**config.mk**
```make
export PLATFORM = sky130hd
export DESIGN_NAME = xevious_input_cond
export DESIGN_NICKNAME = d
export VERILOG_FILES = /design/src/rtl/xevious_input_pkg.sv /design/src/rtl/input_debounce.sv /design/src/rtl/xevious_input_cond.sv
export SDC_FILE = /design/constraint.sdc
export NUM_CORES = 1
export LEC_CHECK = 0
export CORE_UTILIZATION = 60
export DETAILED_ROUTE_END_ITERATION = 10
export PLACE_DENSITY = 0.87
export SLEW_MARGIN = 10
export SYNTH_ARGS = -nofsm -noshare
export SYNTH_HDL_FRONTEND = slang
export SYNTH_SLANG_ARGS = --single-unit
```
**constraint.sdc**
```tcl
create_clock -name clk_sys -period 2.6 [get_ports clk_sys]
set_clock_uncertainty 0.05 [all_clocks]
set_input_delay 0.65 -clock clk_sys [delete_from_list [all_inputs] [get_ports clk_sys]]
set_output_delay 0.65 -clock clk_sys [all_outputs]
set_load 0.01 [all_outputs]
```
**src/rtl/xevious_input_pkg.sv**
```systemverilog
// Shared types and sizing helpers for the Xevious input conditioning stage.
package xevious_input_pkg;

  typedef enum logic [1:0] {IDLE, PULSE, GAP} coin_state_t;

  localparam int NUM_DEBOUNCED  = 7;
  localparam int COIN_CHANNELS  = 2;
  localparam int COIN_PENDING_W = 2;

  // Bits needed to hold the values 0..max_val.
  function automatic int cnt_w(input int max_val);
    return (max_val < 1) ? 1 : $clog2(max_val + 1);
  endfunction

endpackage

```
**src/rtl/input_debounce.sv**
```systemverilog
// Single-bit tick-based debouncer: the state flips only after the raw input
// has disagreed with it for DEBOUNCE_MS consecutive ticks.
module input_debounce
  import xevious_input_pkg::*;
#(
  parameter int DEBOUNCE_MS = 4
) (
  input  logic clk_sys,
  input  logic reset,
  input  logic tick,
  input  logic raw,
  output logic state
);

  localparam int CNT_W = cnt_w(DEBOUNCE_MS);

  logic [CNT_W-1:0] cnt;

  always_ff @(posedge clk_sys) begin
    if (reset) begin
      state <= 1'b0;
      cnt   <= '0;
    end else if (tick) begin
      if (raw != state) begin
        if (cnt == CNT_W'(DEBOUNCE_MS - 1)) begin
          state <= ~state;
          cnt   <= '0;
        end else begin
          cnt <= cnt + 1'b1;
        end
      end else begin
        cnt <= '0;
      end
    end
  end

endmodule

```
**src/rtl/xevious_input_cond.sv**
```systemverilog
// Input conditioning for the Xevious core: debounce, queued coin pulses and
// optional autofire, all timed by a pausable millisecond tick.
module xevious_input_cond
  import xevious_input_pkg::*;
#(
  parameter int TICK_DIV         = 18000,
  parameter int DEBOUNCE_MS      = 4,
  parameter int COIN_PULSE_MS    = 100,
  parameter int COIN_GAP_MS      = 100,
  parameter int COIN_QUEUE       = 3,
  parameter int AUTOFIRE_HALF_MS = 33
) (
  input  logic       clk_sys,
  input  logic       reset,
  input  logic       pause,
  input  logic       autofire_en,
  input  logic [1:0] coin_in,
  input  logic [1:0] start_in,
  input  logic       service_in,
  input  logic [1:0] fire_in,
  output logic [1:0] coin_out,
  output logic [1:0] start_out,
  output logic       service_out,
  output logic [1:0] fire_out,
  output logic [3:0] coin_pending
);

  localparam int PRESC_W = cnt_w(TICK_DIV - 1);
  localparam int TMAX    = (COIN_PULSE_MS > COIN_GAP_MS) ? COIN_PULSE_MS : COIN_GAP_MS;
  localparam int TIMER_W = cnt_w(TMAX);
  localparam int QUEUE_W = cnt_w(COIN_QUEUE);
  localparam int PHASE_W = cnt_w(AUTOFIRE_HALF_MS);

  logic [PRESC_W-1:0]       presc;
  logic                     tick;
  logic [NUM_DEBOUNCED-1:0] raw_vec;
  logic [NUM_DEBOUNCED-1:0] deb_vec;

  assign tick = !pause && (presc == PRESC_W'(TICK_DIV - 1));

  always_ff @(posedge clk_sys) begin
    if (reset) begin
      presc <= '0;
    end else if (!pause) begin
      presc <= tick ? '0 : presc + 1'b1;
    end
  end

  // Bit map: [1:0] coin, [3:2] start, [4] service, [6:5] fire.
  assign raw_vec = {fire_in, service_in, start_in, coin_in};

  for (genvar i = 0; i < NUM_DEBOUNCED; i++) begin : g_deb
    input_debounce #(.DEBOUNCE_MS(DEBOUNCE_MS)) u_deb (
      .clk_sys (clk_sys),
      .reset   (reset),
      .tick    (tick),
      .raw     (raw_vec[i]),
      .state   (deb_vec[i])
    );
  end

  always_ff @(posedge clk_sys) begin
    if (reset) begin
      start_out   <= '0;
      service_out <= 1'b0;
    end else begin
      start_out   <= deb_vec[3:2];
      service_out <= deb_vec[4];
    end
  end

  for (genvar c = 0; c < COIN_CHANNELS; c++) begin : g_coin
    coin_state_t        state, state_n;
    logic [TIMER_W-1:0] timer, timer_n;
    logic [QUEUE_W-1:0] pending, pending_n;
    logic               coin_prev;
    logic               coin_q;
    logic               coin_rise;
    logic               dequeue;
    logic               accept;

    assign coin_rise = deb_vec[c] & ~coin_prev;

    // A new pulse is not launched while paused so every output holds.
    always_comb begin
      state_n = state;
      timer_n = timer;
      dequeue = 1'b0;
      case (state)
        IDLE: begin
          if (pending != '0 && !pause) begin
            state_n = PULSE;
            timer_n = TIMER_W'(COIN_PULSE_MS);
            dequeue = 1'b1;
          end
        end
        PULSE: begin
          if (timer == '0) begin
            state_n = GAP;
            timer_n = TIMER_W'(COIN_GAP_MS);
          end else if (tick) begin
            timer_n = timer - 1'b1;
          end
        end
        GAP: begin
          if (timer == '0) begin
            state_n = IDLE;
          end else if (tick) begin
            timer_n = timer - 1'b1;
          end
        end
        default: state_n = IDLE;
      endcase
    end

    always_comb begin
      accept    = coin_rise && ((pending != QUEUE_W'(COIN_QUEUE)) || dequeue);
      pending_n = pending;
      case ({accept, dequeue})
        2'b10:   pending_n = pending + 1'b1;
        2'b01:   pending_n = pending - 1'b1;
        default: pending_n = pending;
      endcase
    end

    always_ff @(posedge clk_sys) begin
      if (reset) begin
        state     <= IDLE;
        timer     <= '0;
        pending   <= '0;
        coin_prev <= 1'b0;
        coin_q    <= 1'b0;
      end else begin
        state     <= state_n;
        timer     <= timer_n;
        pending   <= pending_n;
        coin_prev <= deb_vec[c];
        coin_q    <= (state_n == PULSE);
      end
    end

    assign coin_out[c] = coin_q;
    assign coin_pending[COIN_PENDING_W*c +: COIN_PENDING_W] = COIN_PENDING_W'(pending);
  end

  for (genvar f = 0; f < 2; f++) begin : g_fire
    logic               fire_deb;
    logic               fire_prev;
    logic               en_prev;
    logic               fire_q;
    logic [PHASE_W-1:0] phase;

    assign fire_deb = deb_vec[5 + f];

    // A fresh press, or autofire being switched on mid-hold, restarts the phase high.
    always_ff @(posedge clk_sys) begin
      if (reset) begin
        fire_prev <= 1'b0;
        en_prev   <= 1'b0;
        fire_q    <= 1'b0;
        phase     <= '0;
      end else begin
        fire_prev <= fire_deb;
        en_prev   <= autofire_en;
        if (!autofire_en) begin
          fire_q <= fire_deb;
          phase  <= '0;
        end else if (!fire_deb) begin
          fire_q <= 1'b0;
          phase  <= '0;
        end else if (!fire_prev || !en_prev) begin
          fire_q <= 1'b1;
          phase  <= '0;
        end else if (tick) begin
          if (phase == PHASE_W'(AUTOFIRE_HALF_MS - 1)) begin
            fire_q <= ~fire_q;
            phase  <= '0;
          end else begin
            phase <= phase + 1'b1;
          end
        end
      end
    end

    assign fire_out[f] = fire_q;
  end

endmodule

```
==> results.txt, run 1 <==
status: completed
Pwr Total: 2.49 mW
R2R Path End: g_coin[0].timer[5]
Clock Pin Slew Worst Setup and Hold Paths: 0.09 ns
proportion of synthesized area in mux cells: 2.05%
Slew Limit Fails: 0
Yosys top cell area share: 40.5%
Post-DRT Antenna Nets: 0
# diodes: 0
I/O Pins: 22
Hold EP: g_deb[4].u_deb.cnt[1]
Nets: 559
reg2reg start: presc[0]
Cells after Synth: 505
routability cong.: 0.856
Clock Path Buffers: 2
sequential-to-total area share from yosys stat: 40.5%
Cells after DPL: 609
LEAKAGE: 1.86 nW
Final Hold Viols: 0
DIE AREA: 7680 um^2
die span in x: 87.6 um
pwr/cell area: 506 nW/um^2
H-Tree Depth: 3
Starting Density: 63.3%
first-pass GRT wire length: 15.0 mm
Fmax achieved: 0.438 GHz
DR top layer: met4
largest net degree at the start of global routing: 40
DRT Pass-1 Iters: 4
most frequent cell after synthesis: dfxtp_1
HP Class: register to register
Vias: 3535
most common library cells after synthesis: dfxtp_1, nor2_1, nand2_1
Critical Path Sink Type: register
Min-Delay Startpoint: g_deb[4].u_deb.cnt[1]
final WL: 8.66 mm
number of global-route vias before repair: 3510
Min-Delay Path Depth: 2
library cells used by synthesis: 56
Clock Latency Late Sink: 0.36 ns
# resized after CTS: 0
syn nets: 540
total track usage: 24.8%
Seq cells post-synth: 89
drt drc: 0
dpl hpwl: 5.96 mm
FFs w/ async S/R, synth: 0%
met3 wire len: 371 um
Post-synth EDFFs: 0
Crit Path Category: input port to register
Tmin final: 2.28 ns
Die H: 87.6 um
adder-cell area share of the yosys netlist: 6.83%
DR WL/cell: 13.9 um
Synth Area in Compound Gates: 12.8%
global route overflow: 0
count of non-filler cells in the finished layout: 625
share of layout cells above drive strength 1: 7.75%
setup bufs post-CTS: 0
worst slew pin tran: 0.740 ns
M1 WL: 3.76 mm
Via density: 5.66
R2R setup slack: 0.54 ns
CP Launch Type: input port
Placeable Area: 6940 um^2
cts hold-fix bufs: 0
Peak VDD IR: 0.312 mV
CTS tree: yes
row count: 30
WP data required: 2.83 ns
Max-slew headroom: 50.7%
CTS buffer count: 9
Clock Sinks: 89
initial antenna violation count: 0
Layout area overhead: 12.0%
post-synthesis xor/xnor area fraction: 7.57%
ys flop type: dfxtp_1
initial detailed-routing violation count: 168
Port Buf Inserts: 21
worst reg-to-reg path cell count: 6
yosys warns: 0
mean post-synth cell area: 8.71 um^2
largest family of logic cells by synthesized area: simple AND/OR/NAND/NOR gates
CP max FO: 10
Final period util: 87.8%
WP data arrival: 2.51 ns
main area contributors after synthesis: dfxtp_1, ha_1, nor2_1
Met2 Wirelength: 4.33 mm
clock root buffer: clkbuf_8
Post-Synth Simple-Gate Area: 25.6%
Max-Cap Viols: 0
RSZ-0062 raised after global routing: no
largest area contributor in the netlist: dfxtp_1
Final setup viols: 0
cell area after synthesis: 4400 um^2
-- worst max path at each step --
stage                      from            endpoint  slack, ns  cells past startpoint
after floorplan           pause  g_coin[1].timer[6]       0.57                      6
after global placement    pause  g_coin[0].timer[5]       0.05                      6
after detailed placement  pause  g_coin[0].timer[5]      -0.03                      6
after CTS                 pause  g_coin[0].timer[5]       0.31                      6
after global routing      pause  g_coin[0].timer[5]       0.19                      6
final                     pause  g_coin[0].timer[5]       0.32                      6
-- state kept, by name, indices dropped and copies added (netlist names) --
signal,count
g_fire.en_prev,1
g_fire.fire_q,2
g_coin.coin_prev,2
g_coin.coin_q,2
g_fire.fire_prev,2
g_coin.state,4
start_out,2
g_deb.u_deb.state,7
g_coin.pending,4
g_deb.u_deb.cnt,21
g_fire.phase,12
service_out,1
presc,15
g_coin.timer,14
-- kinds of logic (layout without fill, tap and decap cells) --
group | after synthesis | after routing
XOR/XNOR | 38 | 38
adder cells (fa/ha/maj) | 24 | 24
AO/OA/AOI/OAI | 84 | 84
buffers and inverters | 47 | 71
multiplexers | 9 | 9
AND/OR/NAND/NOR | 214 | 214
flip-flops | 89 | 89
-- cell usage in the layout (no fill, tap or decap), types with 5 or more instances in the layout --
cell type	count
a211oi_1	7
a21boi_0	6
a21oi_1	30
and2_1	5
and4_1	5
buf_4	6
clkbuf_8	9
clkdlybuf4s50_1	20
dfxtp_1	89
ha_1	24
inv_1	26
mux2i_1	9
nand2_1	38
nand2b_1	9
nand3_1	11
nand4_1	18
nor2_1	67
nor2b_1	10
nor3_1	18
nor3b_1	9
o21ai_0	10
xnor2_1	11
xor2_1	27
-- per-stage QoR --
step                util (%)  TNS (ns)  area [um^2]  worst slack [ns]  hold WS [ns]
floorplan                  -         0         4400             0.571         0.386
global placement        67.7         0         4700            0.0465         0.392
detailed placement      67.7   -0.0329         4700           -0.0329         0.402
CTS                     71.0         0         4930             0.306         0.415
global route            71.0         0         4930             0.188         0.440
finish                  71.0         0         4930             0.316         0.411
-- final cells by class --
type | instances | area, um^2
tap | 96 | 120
fill | 505 | 2020
clock inverter | 7 | 101
timing repair buffer | 29 | 290
sequential | 89 | 1780
inverter | 26 | 97.6
multi-input combinational | 369 | 2410
clock buffer | 9 | 124
-- metal layers --
metal	vias up	GRT usage [%]
met5	-	0
li1	1781	-
met2	77	44.6
met4	0	9.54
met1	1659	28.1
met3	18	6.41
-- critical path: stages --
cell and delay (ns):
clkdlybuf4s50_1 0.44, and4b_1 0.36, and4_1 0.46, a221oi_1 0.16
a31o_2 0.24, a211oi_1 0.20
-- where the power goes --
part	internal (mW)	leakage (nW)	total, mW	switching, mW
Clock	0.551	0.112	1.07	0.514
Combinational	0.0249	1.03	0.0602	0.0352
Sequential	1.36	0.717	1.37	0.00246
No activity file was read; power rests on OpenSTA's default activity.
==> run 2, diff against run 1 <==
--- a/config.mk
+++ b/config.mk
@@ -5,8 +5,10 @@
 export SDC_FILE = /design/constraint.sdc
 export NUM_CORES = 1
 export LEC_CHECK = 0
-export CORE_UTILIZATION = 60
+export ABC_AREA = 1
+export CORE_UTILIZATION = 64
 export DETAILED_ROUTE_END_ITERATION = 10
+export DONT_BUFFER_PORTS = 1
 export PLACE_DENSITY = 0.87
 export SLEW_MARGIN = 10
 export SYNTH_ARGS = -nofsm -noshare
==> results.txt, run 2 <==
status: completed
CP Depth: 10 (+4)
most common cell after layout, fill and taps aside: nand2_1
Die H: 87.1 um (-0.60%)
Crit path largest cell delay: 0.37 ns (-0.09 ns)
P_sw: 0.927 mW (+68%)
initial detailed-routing violation count: 216 (+29%)
Critical Path Sink Type: register
most common library cells after synthesis: nand2_1, inv_1, dfxtp_1, nor2_1, nand3_1
Crit-path slowest cell: dfxtp_1
routability cong.: 0.900 (+5.1%)
Post-DRT Antenna Nets: 0 (unchanged)
Cells after Synth: 652 (+29%)
first-pass GRT wire length: 16.2 mm (+7.8%)
HP Class: input port to register
number of global-route vias before repair: 3898 (+11%)
most frequent cell after synthesis: nand2_1
# resized after CTS: 0 (unchanged)
top flop regs: g_deb.u_deb.cnt (21), presc (15), g_coin.timer (14)
DRT Pass-1 Iters: 5 (+1)
Slew Limit Fails: 0 (unchanged)
cts hold-fix bufs: 0 (unchanged)
Clock Path Buffers: 2 (unchanged)
ys flop type: dfxtp_1
Clock Power Share: 34.0% (-8.7 points)
I/O Pins: 22 (unchanged)
Layout fillers: 573 (+13%)
Cells after DPL: 735 (+21%)
setup bufs post-CTS: 0 (unchanged)
CP max FO: 21 (+11)
CTS tree: yes
FFs w/ async S/R, synth: 0% (unchanged)
Yosys top cell area share: 38.5% (-2.1 points)
Internal Dissipation: 2.18 mW (+12%)
largest net degree at the start of global routing: 33 (-18%)
syn nets: 687 (+27%)
WP data required: 2.81 ns (-0.02 ns)
Fmax achieved: 0.504 GHz (+15%)
CP delay by family, top: simple AND/OR/NAND/NOR gates
Seq cells post-synth: 89 (unchanged)
Via density: 5.35 (-5.3%)
share of power burned in registers: 48.4% (-6.4 points)
Port Buf Inserts: 0 (-100%)
Nets: 685 (+23%)
mean post-synth cell area: 7.11 um^2 (-18%)
Peak VDD IR: 0.399 mV (+28%)
RSZ-0062 raised after global routing: no
worst slew pin tran: 0.335 ns (-0.405 ns)
share of layout cells above drive strength 1: 6.72% (-1.0 points)
Tmin final: 1.98 ns (-0.300 ns)
Sum Neg Setup Slack: 0 ns (unchanged)
global route overflow: 0 (unchanged)
CP Launch Type: register
LEAKAGE: 2.15 nW (+15%)
H-Tree Depth: 3 (unchanged)
worst path buffer plus inverter count: 2 (+1)
Max-slew headroom: 77.7% (+27 points)
worst reg-to-reg path cell count: 10 (+4)
# diodes: 0 (unchanged)
Clock Pin Slew Worst Setup and Hold Paths: 0.09 ns (about the same)
cell area after synthesis: 4630 um^2 (+5.3%)
DR WL/cell: 12.4 um (-10%)
Crit Path Category: register to register
Final setup viols: 0 (unchanged)
Vias: 4021 (+14%)
total track usage: 27.4% (+2.6 points)
Layout area overhead: 5.21%
final WL: 9.34 mm (+7.8%)
Final Hold Viols: 0 (unchanged)
main area contributors after synthesis: dfxtp_1, nand2_1, inv_1
library cells used by synthesis: 37 (-34%)
CTS buffer count: 9 (unchanged)
WP data arrival: 2.19 ns (-0.32 ns)
Placeable Area: 6910 um^2 (-0.54%)
Final period util: 76.3% (-12 points)
Comb pwr share: 17.6% (+15 points)
Switching Share: 29.9% (+7.7 points)
clock root buffer: clkbuf_8
count of non-filler cells in the finished layout: 751 (+20%)
Post-synth EDFFs: 0 (unchanged)
sequential-to-total area share from yosys stat: 38.5% (-2.1 points)
number of flip-flops in the largest register: 21 (unchanged)
die span in x: 87.1 um (-0.60%)
Min-Delay Path Depth: 1 (-1)
row count: 30 (unchanged)
largest area contributor in the netlist: dfxtp_1
Clock Latency Late Sink: 0.36 ns (about the same)
drt drc: 0 (unchanged)
Starting Density: 67.1% (+3.8 points)
pwr/cell area: 637 nW/um^2 (+26%)
crit-path cells: ha_1 -> inv_1 -> nor2_4 -> nand2_1 -> nor2_4 -> nand2_4 -> inv_2 -> nand2_1 -> o21ai_0 -> a21oi_1
DIE AREA: 7580 um^2 (-1.2%)
hold slack: 0.293 ns (-0.118 ns)
yosys warns: 0 (unchanged)
Largest Register: g_deb.u_deb.cnt
Max-Cap Viols: 0 (unchanged)
dpl hpwl: 6.71 mm (+13%)
initial antenna violation count: 0 (unchanged)
most frequent cells in the layout: nand2_1, inv_1, nor2_1, dfxtp_1, nand3_1
Clock Sinks: 89 (unchanged)
-- run 2: changes by cell type in the layout (fill, tap and decap cells not counted), moves of 11 or more --
cell | before | now
nand4_1 | 18 | 7
xor2_1 | 27 | 9
nand2_1 | 38 | 111
clkdlybuf4s50_1 | 20 | 0
nand3_1 | 11 | 55
o21ai_0 | 10 | 40
nor2_1 | 67 | 89
inv_1 | 26 | 107
a21oi_1 | 30 | 45
-- run 2: cell families after synthesis --
logic type / Yosys count / share of synthesized area (%)
adders and majority gates: 24 / 6.48
and+or+nand+nor: 288 / 27.1
xor gates and xnor gates: 17 / 3.21
buffers and inverters: 128 / 11.6
AOI/OAI and AO/OA: 106 / 13.1
DFF: 89 / 38.5
-- run 2: power by group through the flow --
stage / Combinational [mW] / Sequential [mW] / Clock, mW
floorplan: 0.456 / 1.51 / 0
global placement: 0.512 / 1.53 / 0
detailed placement: 0.532 / 1.53 / 0
CTS: 0.544 / 1.50 / 1.06
global route: 0.633 / 1.51 / 1.13
finish: 0.547 / 1.50 / 1.05
-- run 2: worst paths after layout --
check / start / to / slack [ns]
worst max-delay path: presc[0] / g_deb[0].u_deb.state / 0.62
worst min-delay path: reset / g_fire[1].en_prev / 0.29
worst max register to register: presc[0] / g_deb[0].u_deb.state / 0.62
worst min register to register: g_deb[2].u_deb.cnt[2] / g_deb[2].u_deb.cnt[2] / 0.41
-- run 2: through the flow --
step / util, % / cell area (um^2) / setup WS, ns / power (mW)
CTS: 70.6 / 4870 / 0.634 / 3.11
finish: 70.6 / 4870 / 0.616 / 3.10
floorplan: - / 4630 / 0.815 / 1.97
global route: 70.6 / 4870 / 0.445 / 3.27
global placement: 67.4 / 4650 / 0.631 / 2.04
detailed placement: 67.4 / 4650 / 0.574 / 2.07
-- run 2: layout make-up --
cell class,count,area (um^2),share of cell area [%]
clock inverters,5,78.8,1.62
well taps,96,120,2.46
repair buffers,2,15.0,0.308
multi-input cells,435,2310,47.5
clock buffers,11,141,2.90
inverters,113,424,8.70
flip-flops and latches,89,1780,36.6
-- run 2: layer usage --
layer	vias to the layer above	global-route usage (%)	share of wire, %
met3	22	6.26	4.5
li1	2060	-	-
met1	1843	32.4	46
met2	96	46.5	47
met5	-	0	0
met4	0	13.9	2.7
==> run 3, diff against run 2 <==
--- a/config.mk
+++ b/config.mk
@@ -6,10 +6,10 @@
 export NUM_CORES = 1
 export LEC_CHECK = 0
 export ABC_AREA = 1
-export CORE_UTILIZATION = 64
+export CORE_UTILIZATION = 57
 export DETAILED_ROUTE_END_ITERATION = 10
 export DONT_BUFFER_PORTS = 1
-export PLACE_DENSITY = 0.87
+export PLACE_DENSITY = 0.82
 export SLEW_MARGIN = 10
 export SYNTH_ARGS = -nofsm -noshare
 export SYNTH_HDL_FRONTEND = slang
==> constraint.sdc (replaced) <==
create_clock -name clk_sys -period 1.7 [get_ports clk_sys]
set_clock_uncertainty 0.05 [all_clocks]
set_input_delay 0.425 -clock clk_sys [delete_from_list [all_inputs] [get_ports clk_sys]]
set_output_delay 0.425 -clock clk_sys [all_outputs]
set_load 0.01 [all_outputs]
==> results.txt, run 3 (synthesis gave the netlist of run 2 again) <==
CTS tree: yes
first-pass GRT wire length: 16.9 mm (+4.0%)
HP Class: input port to register
final WL: 10.1 mm (+8.4%)
global route overflow: 0 (unchanged)
crit-path cells: ha_4 -> inv_2 -> nor2_4 -> nand2_2 -> nor2_4 -> nand2_8 -> buf_6 -> o21ai_0 -> nand2_1 -> nand2_1 -> a21oi_1
WP data arrival: 1.88 ns (-0.31 ns)
status: completed
Pwr Total: 4.87 mW (+57%)
Max-Cap Viols: 0 (unchanged)
initial detailed-routing violation count: 243 (+13%)
Clock Sinks: 89 (unchanged)
die span in x: 92.2 um (+5.8%)
Vias: 4200 (+4.5%)
Sum Neg Setup Slack: 0 ns (unchanged)
Tmin final: 1.67 ns (-0.310 ns)
CTS buffer count: 9 (unchanged)
Max-slew headroom: 80.2% (+2.5 points)
Clock Pin Slew Worst Setup and Hold Paths: 0.08 ns (about the same)
Peak VDD IR: 0.623 mV (+56%)
Largest Register: g_deb.u_deb.cnt
drt drc: 0 (unchanged)
Crit-path slowest cell: dfxtp_2
DRT Pass-1 Iters: 7 (+2)
Via density: 5.36 (+0.18%)
Fmax achieved: 0.597 GHz (+19%)
Crit Path Category: register to register
R2R Path End: g_coin[0].timer[2]
Final period util: 98.5% (+22 points)
WP data required: 1.91 ns (-0.90 ns)
R2R setup slack: 0.03 ns (-0.59 ns)
most common cell after layout, fill and taps aside: nand2_1
largest net degree at the start of global routing: 24 (-27%)
cts hold-fix bufs: 0 (unchanged)
count of non-filler cells in the finished layout: 783 (+4.3%)
Die H: 92.2 um (+5.8%)
Min-Delay Path Depth: 1 (unchanged)
Clock Path Buffers: 2 (unchanged)
most frequent cells in the layout: nand2_1, inv_1, dfxtp_1
worst reg-to-reg path cell count: 11 (+1)
Min-Delay Startpoint: reset
Hold EP: g_coin[0].pending[1]
Slew Limit Fails: 0 (unchanged)
Clock Latency Late Sink: 0.36 ns (about the same)
Final Hold Viols: 0 (unchanged)
Starting Density: 59.3% (-7.7 points)
reg2reg start: presc[0]
hold slack: 0.0701 ns (-0.223 ns)
placed instance area: 4850 um^2 (+4.1%)
routability cong.: 0.891 (-0.92%)
CP Launch Type: register
clock root buffer: clkbuf_8
Crit path largest cell delay: 0.36 ns (about the same)
Finished Cell Area: 5270 um^2 (+8.0%)
Placeable Area: 7810 um^2 (+13%)
CP Depth: 11 (+1)
I/O Pins: 22 (unchanged)
final worst setup slack: 0.0261 ns (-0.590 ns)
pre-CTS setup slack: -0.0398 ns (-0.614 ns)
Critical Path Sink Type: register
DR WL/cell: 12.9 um (+4.0%)
total track usage: 24.8% (-2.6 points)
dpl hpwl: 7.09 mm (+5.7%)
Final setup viols: 0 (unchanged)
RSZ-0062 raised after global routing: yes
worst path buffer plus inverter count: 2 (unchanged)
Post-DRT Antenna Nets: 0 (unchanged)
LEAKAGE: 2.26 nW (+5.4%)
pwr/cell area: 924 nW/um^2 (+45%)
number of global-route vias before repair: 3987 (+2.3%)
Port Buf Inserts: 0 (unchanged)
initial antenna violation count: 0 (unchanged)
share of layout cells above drive strength 1: 15.3% (+8.6 points)
top flop regs: g_deb.u_deb.cnt (21), presc (15), g_coin.timer (14)
H-Tree Depth: 3 (unchanged)
worst slew pin tran: 0.294 ns (-0.0401 ns)
CP delay by family, top: simple AND/OR/NAND/NOR gates
DIE AREA: 8490 um^2 (+12%)
Nets: 713 (+4.1%)
number of flip-flops in the largest register: 21 (unchanged)
fin util: 67.4% (-3.1 points)
Layout area overhead: 13.6%
CP max FO: 8 (-62%)
# diodes: 0 (unchanged)
Cells after DPL: 764 (+3.9%)
row count: 32 (+6.7%)
[run 3: cell count changes in the layout (fill, tap and decap cells not counted), moves of 5 or more]
cell     before  now
o21ai_0      40   34
nor2_2        5   11
nor2_1       89   80
dfxtp_1      89   83
buf_4         2   24
a21oi_1      45   37
a21oi_2       0    7
dfxtp_2       0    5
[run 3: worst reg2reg max path, stage by stage (launching register included)]
cell and delay (ns):
dfxtp_2 0.36, ha_4 0.14, inv_2 0.04, nor2_4 0.09, nand2_2 0.07, nor2_4 0.16, nand2_8 0.12, buf_6 0.16
o21ai_0 0.18, nand2_1 0.09, nand2_1 0.06, a21oi_1 0.05
[run 3: worst max-delay path by stage]
stage                  start                    to
finish              presc[0]    g_coin[0].timer[2]
global route        presc[0]    g_coin[0].timer[4]
CTS                 presc[0]    g_coin[0].timer[4]
detailed placement  presc[1]  g_deb[4].u_deb.state
global placement    presc[0]    g_coin[0].timer[4]
floorplan           presc[0]  g_deb[2].u_deb.state
[run 3: layout make-up]
cell class              count  area, um^2
well taps                 102         128
multi-input cells         435        2450
clock buffers              11         131
fillers                   634        2540
repair buffers             30         260
clock inverters             3        67.6
inverters                 113         439
flip-flops and latches     89        1790
[run 3: timing repair]
item                       in CTS  in global routing
resized for setup              12                 50
pin swaps                       3                 12
setup endpoints to repair      11                 58
setup buffers                   3                  2
[run 3: per-layer routing]
| layer | share of wire [%] | GRT usage [%] | vias to the layer above |
|---|---|---|---|
| li1 | - | - | 2124 |
| met1 | 43 | 29.0 | 1946 |
| met2 | 50 | 43.8 | 104 |
| met3 | 4.9 | 4.48 | 26 |
| met4 | 2.1 | 11.2 | 0 |
| met5 | 0 | 0 | - |
[run 3: power breakdown]
group / switching (mW) / leakage (nW) / internal, mW / total [mW]
Clock: 0.719 / 0.0955 / 0.813 / 1.53
Sequential: 0.0911 / 0.722 / 2.19 / 2.28
Combinational: 0.664 / 1.45 / 0.386 / 1.05
Total: 1.47 / 2.26 / 3.39 / 4.87
